File: config.mk
export PLATFORM = sky130hd
export DESIGN_NAME = sprite_plot_scheduler_flat
export DESIGN_NICKNAME = d
export VERILOG_FILES = /design/src/rtl/duck_pkg.sv /design/src/rtl/sprite_plot_scheduler_if.sv /design/src/rtl/sprite_offset_rom.sv /design/src/rtl/sprite_plot_scheduler.sv /design/src/flat_wrapper.sv
export SDC_FILE = /design/constraint.sdc
export NUM_CORES = 1
export LEC_CHECK = 0
export BUFFER_PORTS_ARGS = -buffer_cell sky130_fd_sc_hd__buf_4
export CORE_ASPECT_RATIO = 0.7
export CORE_MARGIN = 2
export CORE_UTILIZATION = 53
export CTS_BUF_LIST = sky130_fd_sc_hd__clkbuf_4 sky130_fd_sc_hd__clkbuf_8
export DETAILED_ROUTE_END_ITERATION = 7
export GPL_TIMING_DRIVEN = 0
export PLACE_DENSITY = 0.75
export SLEW_MARGIN = 20
export SYNTH_ARGS = -nofsm -noshare
export SYNTH_HDL_FRONTEND = slang
export SYNTH_SLANG_ARGS = --single-unit
File: constraint.sdc
create_clock -name clock -period 10.05 [get_ports clock]
set_input_delay 3.015 -clock clock [delete_from_list [all_inputs] [get_ports clock]]
set_output_delay 3.015 -clock clock [all_outputs]
set_load 0.02 [all_outputs]
File: src/rtl/duck_pkg.sv
// Shared types and constants for the sprite plot scheduler:
// FSM encoding, coordinate widths, erase colour and the duck footprint.
package duck_pkg;

   localparam int X_W   = 8;
   localparam int Y_W   = 7;
   localparam int TAB_N = 13;

   localparam logic [2:0] BG_COLOUR = 3'b000;

   typedef enum logic [2:0] {
      S_IDLE,
      S_ARB,
      S_ERASE,
      S_DRAW,
      S_ACK
   } state_t;

   localparam logic signed [3:0] OFF_DX [TAB_N] = '{
      4'sd0, 4'sd0, -4'sd1, -4'sd2, -4'sd3, -4'sd4, -4'sd5,
      -4'sd3, -4'sd3, -4'sd4, -4'sd4, -4'sd5, -4'sd5
   };

   localparam logic signed [3:0] OFF_DY [TAB_N] = '{
      4'sd0, 4'sd1, 4'sd0, 4'sd0, 4'sd0, 4'sd0, 4'sd0,
      4'sd1, -4'sd1, 4'sd2, -4'sd2, 4'sd3, -4'sd3
   };

endpackage

File: src/rtl/sprite_plot_scheduler_if.sv
// Pixel-write bus towards vga_adapter.
// The scheduler is the only master; the adapter is the slave.
interface sprite_plot_scheduler_if;
   import duck_pkg::*;

   logic [X_W-1:0] x;
   logic [Y_W-1:0] y;
   logic [2:0]     colour;
   logic           plot;

   modport master (output x, y, colour, plot);
   modport slave  (input  x, y, colour, plot);

endinterface

File: src/rtl/sprite_offset_rom.sv
// Duck footprint lookup: pixel index to signed (dx, dy).
// Indices beyond the table return the origin.
module sprite_offset_rom
   import duck_pkg::*;
(
   input  logic        [3:0] k,
   output logic signed [3:0] dx,
   output logic signed [3:0] dy
);

   always_comb begin
      dx = '0;
      dy = '0;
      if (k < 4'(TAB_N)) begin
         dx = OFF_DX[k];
         dy = OFF_DY[k];
      end
   end

endmodule

File: src/rtl/sprite_plot_scheduler.sv
// Owns the vga_adapter write port: per frame, erases and redraws
// each requesting sprite in priority order, one pixel per cycle.
module sprite_plot_scheduler #(
   parameter int         NUM_SPR   = 2,
   parameter int         PIX_N     = 13,
   parameter int         SCR_W     = 160,
   parameter int         SCR_H     = 120,
   parameter logic [2:0] BG_COLOUR = duck_pkg::BG_COLOUR
) (
   input  logic                            clock,
   input  logic                            resetn,
   input  logic                            frame_tick,
   input  logic [NUM_SPR-1:0]              req,
   input  logic [NUM_SPR-1:0]              visible,
   input  logic [duck_pkg::X_W*NUM_SPR-1:0] spr_x,
   input  logic [duck_pkg::Y_W*NUM_SPR-1:0] spr_y,
   input  logic [3*NUM_SPR-1:0]            spr_colour,
   output logic [NUM_SPR-1:0]              ack,
   output logic                            busy,
   output logic                            overrun,
   sprite_plot_scheduler_if.master         vga
);
   import duck_pkg::*;

   localparam int SEL_W = (NUM_SPR > 1) ? $clog2(NUM_SPR) : 1;
   localparam logic [3:0]   LAST_K = 4'(PIX_N - 1);
   localparam logic [X_W:0] X_LIM  = (X_W+1)'(SCR_W);
   localparam logic [Y_W:0] Y_LIM  = (Y_W+1)'(SCR_H);

   state_t state, state_d;

   logic [3:0]         k;
   logic [NUM_SPR-1:0] pending;
   logic [NUM_SPR-1:0] prev_valid;
   logic [X_W-1:0]     prev_x [NUM_SPR];
   logic [Y_W-1:0]     prev_y [NUM_SPR];
   logic [SEL_W-1:0]   pick;
   logic [SEL_W-1:0]   sel;
   logic [NUM_SPR-1:0] sel_oh;

   logic [X_W-1:0] cur_x, old_x, base_x;
   logic [Y_W-1:0] cur_y, old_y, base_y;
   logic [2:0]     cur_col;
   logic           cur_vis;

   logic               pix_on;
   logic signed [3:0]  dx, dy;
   logic [X_W:0]       px;
   logic [Y_W:0]       py;
   logic               on_screen;

   sprite_offset_rom u_rom (
      .k  (k),
      .dx (dx),
      .dy (dy)
   );

   // Last write wins, so the lowest pending index is chosen.
   always_comb begin
      pick = '0;
      for (int i = NUM_SPR - 1; i >= 0; i--) begin
         if (pending[i]) pick = SEL_W'(i);
      end
   end

   always_comb begin
      sel_oh = '0;
      sel_oh[sel] = 1'b1;
   end

   assign ack  = (state == S_ACK) ? sel_oh : '0;
   assign busy = (state != S_IDLE);

   always_ff @(posedge clock) begin
      if (!resetn) state <= S_IDLE;
      else         state <= state_d;
   end

   always_comb begin
      state_d = state;
      unique case (state)
         S_IDLE: begin
            if (frame_tick && (req != '0)) state_d = S_ARB;
         end
         S_ARB: begin
            if (prev_valid[pick])   state_d = S_ERASE;
            else if (visible[pick]) state_d = S_DRAW;
            else                    state_d = S_ACK;
         end
         S_ERASE: begin
            if (k == LAST_K) state_d = cur_vis ? S_DRAW : S_ACK;
         end
         S_DRAW: begin
            if (k == LAST_K) state_d = S_ACK;
         end
         S_ACK: begin
            if ((pending & ~sel_oh) != '0) state_d = S_ARB;
            else                           state_d = S_IDLE;
         end
         default: state_d = S_IDLE;
      endcase
   end

   always_ff @(posedge clock) begin
      if (!resetn) begin
         pending    <= '0;
         prev_valid <= '0;
         k          <= '0;
         sel        <= '0;
         cur_x      <= '0;
         cur_y      <= '0;
         cur_col    <= '0;
         cur_vis    <= 1'b0;
         old_x      <= '0;
         old_y      <= '0;
         overrun    <= 1'b0;
      end else begin
         overrun <= frame_tick && (state != S_IDLE);
         unique case (state)
            S_IDLE: begin
               if (frame_tick && (req != '0)) pending <= req;
            end
            S_ARB: begin
               sel     <= pick;
               cur_x   <= spr_x[pick*X_W +: X_W];
               cur_y   <= spr_y[pick*Y_W +: Y_W];
               cur_col <= spr_colour[pick*3 +: 3];
               cur_vis <= visible[pick];
               old_x   <= prev_x[pick];
               old_y   <= prev_y[pick];
               k       <= '0;
            end
            S_ERASE, S_DRAW: begin
               k <= (k == LAST_K) ? 4'd0 : k + 4'd1;
            end
            S_ACK: begin
               pending[sel]    <= 1'b0;
               prev_x[sel]     <= cur_x;
               prev_y[sel]     <= cur_y;
               prev_valid[sel] <= cur_vis;
            end
            default: ;
         endcase
      end
   end

   // Sign-extended offsets; bit X_W / Y_W set means off the left/top edge.
   assign pix_on = (state == S_ERASE) || (state == S_DRAW);
   assign base_x = (state == S_ERASE) ? old_x : cur_x;
   assign base_y = (state == S_ERASE) ? old_y : cur_y;
   assign px = {1'b0, base_x} + {{(X_W-3){dx[3]}}, dx};
   assign py = {1'b0, base_y} + {{(Y_W-3){dy[3]}}, dy};
   assign on_screen = !px[X_W] && (px < X_LIM)
                   && !py[Y_W] && (py < Y_LIM);

   always_ff @(posedge clock) begin
      if (!resetn || !pix_on) begin
         vga.x      <= '0;
         vga.y      <= '0;
         vga.colour <= '0;
         vga.plot   <= 1'b0;
      end else begin
         vga.x      <= px[X_W-1:0];
         vga.y      <= py[Y_W-1:0];
         vga.colour <= (state == S_ERASE) ? BG_COLOUR : cur_col;
         vga.plot   <= on_screen;
      end
   end

endmodule

File: src/flat_wrapper.sv
// flat-port wrapper written by rule: the top's interface ports become plain ports
module sprite_plot_scheduler_flat import duck_pkg::*;
#(
   parameter int         NUM_SPR   = 2,
   parameter int         PIX_N     = 13,
   parameter int         SCR_W     = 160,
   parameter int         SCR_H     = 120,
   parameter logic [2:0] BG_COLOUR = duck_pkg::BG_COLOUR
)
  (clock, resetn, frame_tick, req, visible, spr_x, spr_y, spr_colour, ack, busy, overrun, vga_x, vga_y, vga_colour, vga_plot);
  sprite_plot_scheduler_if vga_i ();
  input  logic clock;
  input  logic resetn;
  input  logic frame_tick;
  input  logic [NUM_SPR-1:0] req;
  input  logic [NUM_SPR-1:0] visible;
  input  logic [duck_pkg::X_W*NUM_SPR-1:0] spr_x;
  input  logic [duck_pkg::Y_W*NUM_SPR-1:0] spr_y;
  input  logic [3*NUM_SPR-1:0] spr_colour;
  output logic [NUM_SPR-1:0] ack;
  output logic busy;
  output logic overrun;
  output wire logic [$bits(vga_i.x)-1:0] vga_x;
  output wire logic [$bits(vga_i.y)-1:0] vga_y;
  output wire logic [$bits(vga_i.colour)-1:0] vga_colour;
  output wire logic [$bits(vga_i.plot)-1:0] vga_plot;
  assign vga_x = vga_i.x;
  assign vga_y = vga_i.y;
  assign vga_colour = vga_i.colour;
  assign vga_plot = vga_i.plot;
  sprite_plot_scheduler #(.NUM_SPR(NUM_SPR), .PIX_N(PIX_N), .SCR_W(SCR_W), .SCR_H(SCR_H), .BG_COLOUR(BG_COLOUR)) u_core (.clock(clock), .resetn(resetn), .frame_tick(frame_tick), .req(req), .visible(visible), .spr_x(spr_x), .spr_y(spr_y), .spr_colour(spr_colour), .ack(ack), .busy(busy), .overrun(overrun), .vga(vga_i));
endmodule
==> reports/results.ini, run 1 <==
[detailed_routing]
avgRoutedWirePerCell_um=17.2
firstDrtPassIters=5
ant_nets=0
routed_wl_um=11000
vias=3671
drt-initial-drc-count=311
vias_per_cell=5.71
drc=0

[layout]
final_nets=587
finalNonFillerCells=643
area_growth_pct=19.9
drive_above_1_share=0.231
diodes=0
fill_cells=714

[clocking]
cts_max_level=3
cts.clk_slew.worst_paths_ns=0.09
cts.sinks=96
cts_hold_buf=0
cts_root_buffer=clkbuf_8
cts_tree=yes
post-cts-setup-buffers=0
post_cts_resized=0
clk_path_buf_depth=2
worstSkewPairLatency_ns=0.38
cts_made_buffers=9

[yosys]
synth-seq-cells=96
synth_ff_type=dfxtp_1
ys_seq_area_frac=0.477
synth.largest_area_cell=dfxtp_1
syn-mean-instance-area_um2=10.6
ys_top_cells_by_area=dfxtp_1, edfxtp_1, mux2i_1
yosysMostFrequentCell=nor2_1
async_flop_share=0
syn-num-nets=507
yosysTopAreaCellShare=0.283
synth.distinct_cells=53
netlist_instances=438
synth_edf_count=30
synth_common_cells=nor2_1, dfxtp_1, a211oi_1
syn_area_um2=4660
ys_warn_count=0

[place]
io_buffers=65
gp_congestion=0.848
placedCellCount=627
dp.final_hpwl_um=8030

[sta]
hold_violations=0
relSlewSlack=0.410
setup_violations=0
clock-skew-final_ns=0.00905
slew_viol_final=0
finalCriticalPeriod_ns=4.69
setup_tns_ns=0
worst_pin_slew_ns=0.878
rsz0062_at_grt=false
max_freq_mhz=213
fin_crit_sh=0.466

[floorplanning]
ios=66
rows=28
coreArea_um2=8510
die_h_um=82.5
die_area_um2=9580
start_util=0.548
chipWidth_um=116

[global_routing]
antenna_found_initial=0
overflow=0
grt_pass1_vias=3588
grt_usage=0.245
grt_max_degree=17
grt_pass1_wl_um=17600

[setup_path]
startpoint_type=input pin
cp.required_ns=10.14
critPathArrivalTime_ns=4.78
worstPathMaxFanout=10
critPathKind=in2reg
endpoint_kind=flop
r2r-start=u_core.state[2]
worstSetupStartpoint=resetn

[pwr]
powerDensity_nw_per_um2=220
p_leak_uw=0.00228
ir_drop_mv=0.137
power_uw=1230

[hold_path]
min_from=u_core.cur_x[3]
hp-class=reg2reg

[status]
status=completed

[job]
maxCapViolCount=0

-- routing by layer --
layer	vias up	routed length (um)	share of wire	GRT usage
li1	1771	-	-	-
met1	1784	5000	0.45	0.311
met2	104	5330	0.48	0.418
met3	12	561	0.051	0.0635
met4	0	146	0.013	0.0738
met5	-	0	0	0
-- power breakdown --
| part | internal [uW] | switching, uW |
|---|---|---|
| combinational | 167 | 235 |
| clock | 169 | 139 |
| sequential | 473 | 47.1 |
| total | 809 | 422 |
-- area by class of cell --
class,instances,area [um^2],share of cell area
Multi-Input combinational cell,308,2310,0.414
Tap cell,120,150,0.0269
Clock buffer,10,131,0.0235
Timing Repair Buffer,69,515,0.0922
Clock inverter,6,113,0.0201
Buffer,24,108,0.0192
Sequential cell,96,2220,0.397
Inverter,10,37.5,0.00671
-- placed cells by master, fill, tap and decap left out, drive strengths merged, types with 2 or more instances in the layout --
master / Yosys / layout
o41ai: 2 / 2
a211o: 4 / 4
o21a: 4 / 4
mux2i: 37 / 37
nand3: 3 / 3
or3: 2 / 2
buf: 9 / 78
nor4: 4 / 4
o31ai: 3 / 3
nand3b: 2 / 2
nor2: 67 / 67
nor3b: 2 / 2
a32oi: 2 / 2
bufinv: 0 / 3
mux2: 15 / 15
and2: 2 / 2
edfxtp: 30 / 30
nand2b: 3 / 3
clkbuf: 15 / 25
fa: 2 / 2
and3: 9 / 9
a21oi: 12 / 12
a21o: 6 / 6
a211oi: 41 / 41
nor2b: 7 / 7
xnor2: 6 / 6
ha: 24 / 24
dfxtp: 66 / 66
xor2: 4 / 4
a2111oi: 3 / 3
o21ai: 8 / 8
nor3: 7 / 7
inv: 10 / 12
nand2: 12 / 12
a22oi: 3 / 3
-- critical path, stage by stage --
cell      delay (ns)
buf_4           0.14
inv_1           0.08
clkbuf_1        0.24
nor4_2          0.79
buf_4           0.30
buf_2           0.20
-- state kept, by name, summed over array words and instances, names as in the netlist --
signal	count
u_core.state	3
u_core.vga.y	7
u_core.overrun	1
u_core.cur_x	8
u_core.k	4
u_core.old_y	7
u_core.pending	2
u_core.old_x	8
u_core.sel	1
u_core.cur_col	3
u_core.vga.plot	1
u_core.vga.x	8
u_core.cur_y	7
u_core.cur_vis	1
u_core.vga.colour	3
u_core.prev_valid	2
u_core.prev_y	14
u_core.prev_x	16
-- through the flow --
stage | worst slack [ns] | instance area, um^2 | hold WS [ns] | utilization
6_report | 5.36 | 5590 | 0.500 | 0.657
5_1_grt | 5.25 | 5590 | 0.512 | 0.657
4_1_cts | 5.35 | 5590 | 0.500 | 0.656
3_5_place_dp | 4.95 | 5340 | 0.477 | 0.627
3_3_place_gp | 3.48 | 5300 | 0.469 | 0.623
2_1_floorplan | 4.84 | 4660 | 0.444 | -
-- final timing paths --
| path | to | slack [ns] | cells past startpoint |
|---|---|---|---|
| hold reg to reg | u_core.prev_x[0][3] | 0.50 | 0 |
| setup / recovery | u_core.prev_y[0][4] | 5.36 | 6 |
| hold / removal | u_core.prev_x[0][3] | 0.50 | 0 |
| setup reg to reg | u_core.vga.plot | 6.09 | 11 |
-- logic make-up (layout without fill, tap and decap cells) --
group	Yosys count	count (layout)	synth area share
simple gates	124	124	0.126
fa+ha+maj	26	26	0.0730
mux	52	52	0.116
flops	96	96	0.477
xor+xnor	10	10	0.0188
compound gates	96	96	0.159
buf+inv	34	119	0.0311
Note: power is estimated with default switching activity, not from simulation.
==> inputs of run 2 (changes only) <==
--- a/config.mk
+++ b/config.mk
@@ -12,7 +12,7 @@
 export CTS_BUF_LIST = sky130_fd_sc_hd__clkbuf_4 sky130_fd_sc_hd__clkbuf_8
 export DETAILED_ROUTE_END_ITERATION = 7
 export GPL_TIMING_DRIVEN = 0
-export PLACE_DENSITY = 0.75
+export PLACE_DENSITY = 0.78
 export SLEW_MARGIN = 20
 export SYNTH_ARGS = -nofsm -noshare
 export SYNTH_HDL_FRONTEND = slang
==> constraint.sdc (replaced) <==
create_clock -name clock -period 4.2 [get_ports clock]
set_input_delay 1.26 -clock clock [delete_from_list [all_inputs] [get_ports clock]]
set_output_delay 1.26 -clock clock [all_outputs]
set_load 0.02 [all_outputs]
==> reports/results.ini, run 2 (same netlist as run 1, synthesis figures left out) <==
[clocking]
post-cts-setup-buffers=0
cts_root_buffer=clkbuf_8
worstSkewPairLatency_ns=0.38
cts.sinks=96
post_cts_resized=0
cts_hold_buf=0
cts.clk_slew.worst_paths_ns=0.09
cts_tree=yes
clk_path_buf_depth=2
cts_max_level=3
cts_made_buffers=9

[sta]
slew_viol_final=0
hold_violations=0
setup_violations=0
timing.hold.ws_ns=0.496
finalCriticalPeriod_ns=3.92
relSlewSlack=0.487
max_freq_mhz=255
clock-skew-final_ns=0.0101
layout_setup_ws_ns=0.285
fin_crit_sh=0.932
worst_pin_slew_ns=0.763
rsz0062_at_grt=false
setup_tns_ns=0

[setup_path]
path_buf_inv=1
cp_top_family=simple AND/OR/NAND/NOR gates
slowest_delay_ns=0.50
critPathSlowestCell=nor2_1
worstPathMaxFanout=10
critPathArrivalTime_ns=4.21
r2r-start=u_core.state[2]
reg2reg_slack_ns=0.28
cp.required_ns=4.50
critPathKind=reg2reg
cp_cell_sequence=nand2b_1, nor2_1, buf_2, mux2_2, ha_1, fa_1, a211o_1, and4_4, a2111oi_2, o41ai_2, nor4_2
startpoint_type=flop
r2r_cells=11
endpoint_kind=flop
rr_endpoint=u_core.vga.plot

[place]
io_buffers=65
gp_congestion=0.853
dp.final_hpwl_um=7840
place_worst_setup_slack_ns=0.346

[detailed_routing]
drt-initial-drc-count=323
drc=0
avgRoutedWirePerCell_um=16.4
vias_per_cell=5.67
vias=3648
routed_wl_um=10500
ant_nets=0
firstDrtPassIters=6

[pwr]
power_uw=2830
power.switching_uw=1000
p_sw_frac=0.353
p_leak_uw=0.00226
internal-power_uw=1830
power_frac_clock=0.226
powerDensity_nw_per_um2=510
ir_drop_mv=0.307
p_seq_frac=0.440
power_frac_comb=0.334

[hold_path]
min_from=u_core.cur_y[3]
hold_end=u_core.prev_y[0][3]
hp-class=reg2reg
hold-path-cell-count=0

[floorplanning]
coreArea_um2=8510
rows=28
start_util=0.548
chipWidth_um=116
die_h_um=82.5
die_area_um2=9580
ios=66

[global_routing]
antenna_found_initial=0
grt_pass1_vias=3435
grt_max_degree=18
grt_pass1_wl_um=17000
grt_usage=0.235
overflow=0

[status]
status=completed

[layout]
diodes=0
layout_commonest_cell=buf_4
area_growth_pct=19.2
final_cell_mix=buf_4, nor2_1, dfxtp_1
final_nets=587
largest_register_ffs=16
fill_cells=687
drive_above_1_share=0.231
regMostFlops=u_core.prev_x
reg.largest.list=u_core.prev_x: 16 flops, u_core.prev_y: 14 flops

[job]
maxCapViolCount=0

[run 2: cell types whose count changed in the layout (fill, tap and decap cells not counted)]
cell,previous run,this run
bufinv_16,3,1
clkinvlp_4,0,2
clkbuf_8,9,10
clkinv_2,1,0
inv_6,2,1
inv_8,0,1
[run 2: stage by stage]
step | cell area [um^2] | cells | utilization
floorplan | 4660 | 438 | -
global placement | 5300 | 623 | 0.623
detailed placement | 5340 | 627 | 0.627
CTS | 5550 | 643 | 0.652
global route | 5560 | 643 | 0.653
finish | 5560 | 643 | 0.653
[run 2: how the worst max path moves through the flow]
stage | cells after the start | start | to | slack, ns
2_1_floorplan | 3 | resetn | u_core.prev_x[0][0] | 0.75
3_3_place_gp | 4 | resetn | u_core.prev_y[0][3] | -0.58
3_5_place_dp | 11 | u_core.state[2] | u_core.vga.plot | 0.35
4_1_cts | 11 | u_core.state[2] | u_core.vga.plot | 0.27
5_1_grt | 11 | u_core.state[2] | u_core.vga.plot | 0.13
6_report | 11 | u_core.state[2] | u_core.vga.plot | 0.28
[run 2: area by class of cell]
type	instances	area [um^2]	share of cell area
tap	120	150	0.0270
timing repair buffer	69	515	0.0928
multi-input combinational	308	2310	0.416
sequential	96	2220	0.400
clock inverter	5	65.1	0.0117
buffer	24	108	0.0194
inverter	10	37.5	0.00676
clock buffer	11	145	0.0261
[run 2: per-layer routing]
layer | vias to the layer above | GRT usage | wire (um)
li1 | 1770 | - | -
met1 | 1739 | 0.307 | 4700
met2 | 125 | 0.384 | 5040
met3 | 14 | 0.0686 | 651
met4 | 0 | 0.0643 | 134
met5 | - | 0 | 0
[run 2: power groups by stage]
stage	Sequential (uW)	Combinational, uW	Clock (uW)
after floorplan	1230	691	0
after global placement	1250	911	0
after detailed placement	1270	937	0
after CTS	1240	945	651
after global routing	1260	1040	689
final	1250	947	640
[run 2: worst reg2reg max path, delay by kind of cell (launching register included)]
kind	cells	cell delay, ns
and+or+nand+nor	4	1.05
AOI/OAI and AO/OA	3	0.96
adders and majority gates	2	0.68
muxes	1	0.41
buffers and inverters	1	0.40
DFF	1	0.35
==> inputs of run 3 (changes only) <==
--- a/config.mk
+++ b/config.mk
@@ -5,6 +5,7 @@
 export SDC_FILE = /design/constraint.sdc
 export NUM_CORES = 1
 export LEC_CHECK = 0
+export ABC_AREA = 1
 export BUFFER_PORTS_ARGS = -buffer_cell sky130_fd_sc_hd__buf_4
 export CORE_ASPECT_RATIO = 0.7
 export CORE_MARGIN = 2
@@ -12,7 +13,7 @@
 export CTS_BUF_LIST = sky130_fd_sc_hd__clkbuf_4 sky130_fd_sc_hd__clkbuf_8
 export DETAILED_ROUTE_END_ITERATION = 7
 export GPL_TIMING_DRIVEN = 0
-export PLACE_DENSITY = 0.78
+export PLACE_DENSITY = 0.77
 export SLEW_MARGIN = 20
 export SYNTH_ARGS = -nofsm -noshare
 export SYNTH_HDL_FRONTEND = slang
==> reports/results.ini, run 3 <==
[clocking]
cts.clk_slew.worst_paths_ns=0.09
cts_made_buffers=9
clk_path_buf_depth=2
worstSkewPairLatency_ns=0.36
cts_max_level=3
cts_hold_buf=0
post-cts-setup-buffers=0
cts.sinks=96
post_cts_resized=0
cts_root_buffer=clkbuf_8
cts_tree=yes

[layout]
diodes=0
seq_area_um2=2220
regMostFlops=u_core.prev_x
finalNonFillerCells=807
multi_input_area_um2=2180
area_growth_pct=18.3
fill_cells=745
drive_above_1_share=0.188
layout_commonest_cell=nand2_1
largest_register_ffs=16
final_nets=751
final_cell_mix=nand2_1, nor2_1, buf_4
reg.largest.list=u_core.prev_x: 16 flops, u_core.prev_y: 14 flops

[setup_path]
r2r_cells=17
endpoint_kind=output port
cp_cell_sequence=nor2_4, inv_2, nor2_2, inv_1, buf_4
startpoint_type=flop
critPathArrivalTime_ns=1.50
reg2reg_slack_ns=1.45
rr_endpoint=u_core.vga.plot
slowest_delay_ns=0.43
critPathSlowestCell=dfxtp_1
cp.required_ns=2.94
worstPathMaxFanout=6
critPathKind=reg2out
r2r-start=u_core.k[0]

[sta]
worst_pin_slew_ns=0.877
fin_crit_sh=0.657
finalCriticalPeriod_ns=2.76
setup_tns_ns=0
clock-skew-final_ns=0.0105
slew_viol_final=0
hold_violations=0
max_freq_mhz=362
setup_violations=0
relSlewSlack=0.415
rsz0062_at_grt=false

[hold_path]
hold-path-cell-count=2
hp-class=reg2reg
min_from=u_core.cur_col[0]
hold_end=u_core.vga.colour[0]

[yosys]
netlist_instances=605
synth.largest_area_cell=dfxtp_1
synth-seq-cells=96
ys_warn_count=0
ys_top_cells_by_area=dfxtp_1, edfxtp_1, nand2_1
synth_edf_count=30
yosysTopAreaCellShare=0.279
yosysMostFrequentCell=nand2_1
syn_area_um2=4740
synth.distinct_cells=34
syn-num-nets=674
synth_common_cells=nand2_1, nor2_1, dfxtp_1
ys_seq_area_frac=0.468
syn-mean-instance-area_um2=7.84
async_flop_share=0
synth_ff_type=dfxtp_1

[place]
io_buffers=65
dp.final_hpwl_um=8180
gp_congestion=0.876
placedCellCount=791

[detailed_routing]
drc=0
firstDrtPassIters=5
vias_per_cell=5.13
drt-initial-drc-count=270
ant_nets=0
vias=4139
avgRoutedWirePerCell_um=13.8
routed_wl_um=11100

[global_routing]
grt_pass1_vias=3916
grt_usage=0.245
grt_max_degree=17
use_met1=0.338
antenna_found_initial=0
grtUsageMet3=0.0416
grt_pass1_wl_um=18700
busiest_layer=met2
overflow=0
met2_usage=0.403

[floorplanning]
die_area_um2=9730
ios=66
rows=28
start_util=0.553
chipWidth_um=117
coreArea_um2=8580
die_h_um=83.2

[status]
status=completed

[pwr]
p_leak_uw=0.00248
powerDensity_nw_per_um2=498
ir_drop_mv=0.217

[job]
maxCapViolCount=0

run 3: changes by cell type in the layout (fill, tap and decap cells not counted), moves of 15 or more:
cell,delta
mux2_2,-15
a211oi_1,-37
inv_1,+29
mux2i_1,-37
a21oi_1,+45
nand2_1,+141
nor2_1,+36
o21ai_1,+40
run 3: worst max-delay path, delay by kind of cell (launching register included):
kind	cells	cell delay, ns
and+or+nand+nor	2	0.44
buffers and inverters	3	0.28
DFF	1	0.43
run 3: area by class of cell:
| class | instances | area share |
|---|---|---|
| clock buffer | 11 | 0.0270 |
| sequential | 96 | 0.396 |
| inverter | 50 | 0.0334 |
| timing repair buffer | 66 | 0.0890 |
| buffer | 23 | 0.0279 |
| clock inverter | 5 | 0.0111 |
| multi-input combinational | 436 | 0.389 |
| tap | 120 | 0.0268 |
run 3: report_power, final:
group / total (uW) / switching [uW] / internal [uW]
registers: 1190 / 97.6 / 1090
clock network: 646 / 333 / 314
logic: 955 / 595 / 361
run 3: kinds of logic after synthesis:
group,synth area share
AND/OR/NAND/NOR,0.255
flip-flops,0.468
adder cells (fa/ha/maj),0.0717
buffers and inverters,0.0725
AO/OA/AOI/OAI,0.129
XOR/XNOR,0.00369
run 3: worst max path at each step:
stage / slack, ns / from / to / depth (start not counted)
after global routing: 1.21 / u_core.k[0] / u_core.vga.plot / 17
after global placement: 0.85 / resetn / u_core.prev_y[1][2] / 4
after detailed placement: 1.23 / resetn / u_core.prev_y[0][4] / 4
after CTS: 1.43 / u_core.state[0] / busy / 5
final: 1.44 / u_core.state[0] / busy / 5
after floorplan: 1.62 / resetn / u_core.prev_x[0][0] / 3
run 3: per-stage QoR:
stage	cell area, um^2	worst slack (ns)	util	power (uW)	hold slack, ns
6_report	5610	1.44	0.654	2790	0.438
5_1_grt	5610	1.21	0.654	2970	0.469
3_5_place_dp	5400	1.23	0.629	2160	0.423
4_1_cts	5610	1.43	0.654	2800	0.442
2_1_floorplan	4740	1.62	-	1880	0.408
3_3_place_gp	5380	0.846	0.627	2130	0.422
run 3: per-layer routing:
layer | wire [um] | share of wire
met1 | 5150 | 0.46
met2 | 5130 | 0.46
met3 | 705 | 0.063
met4 | 141 | 0.013
met5 | 0 | 0
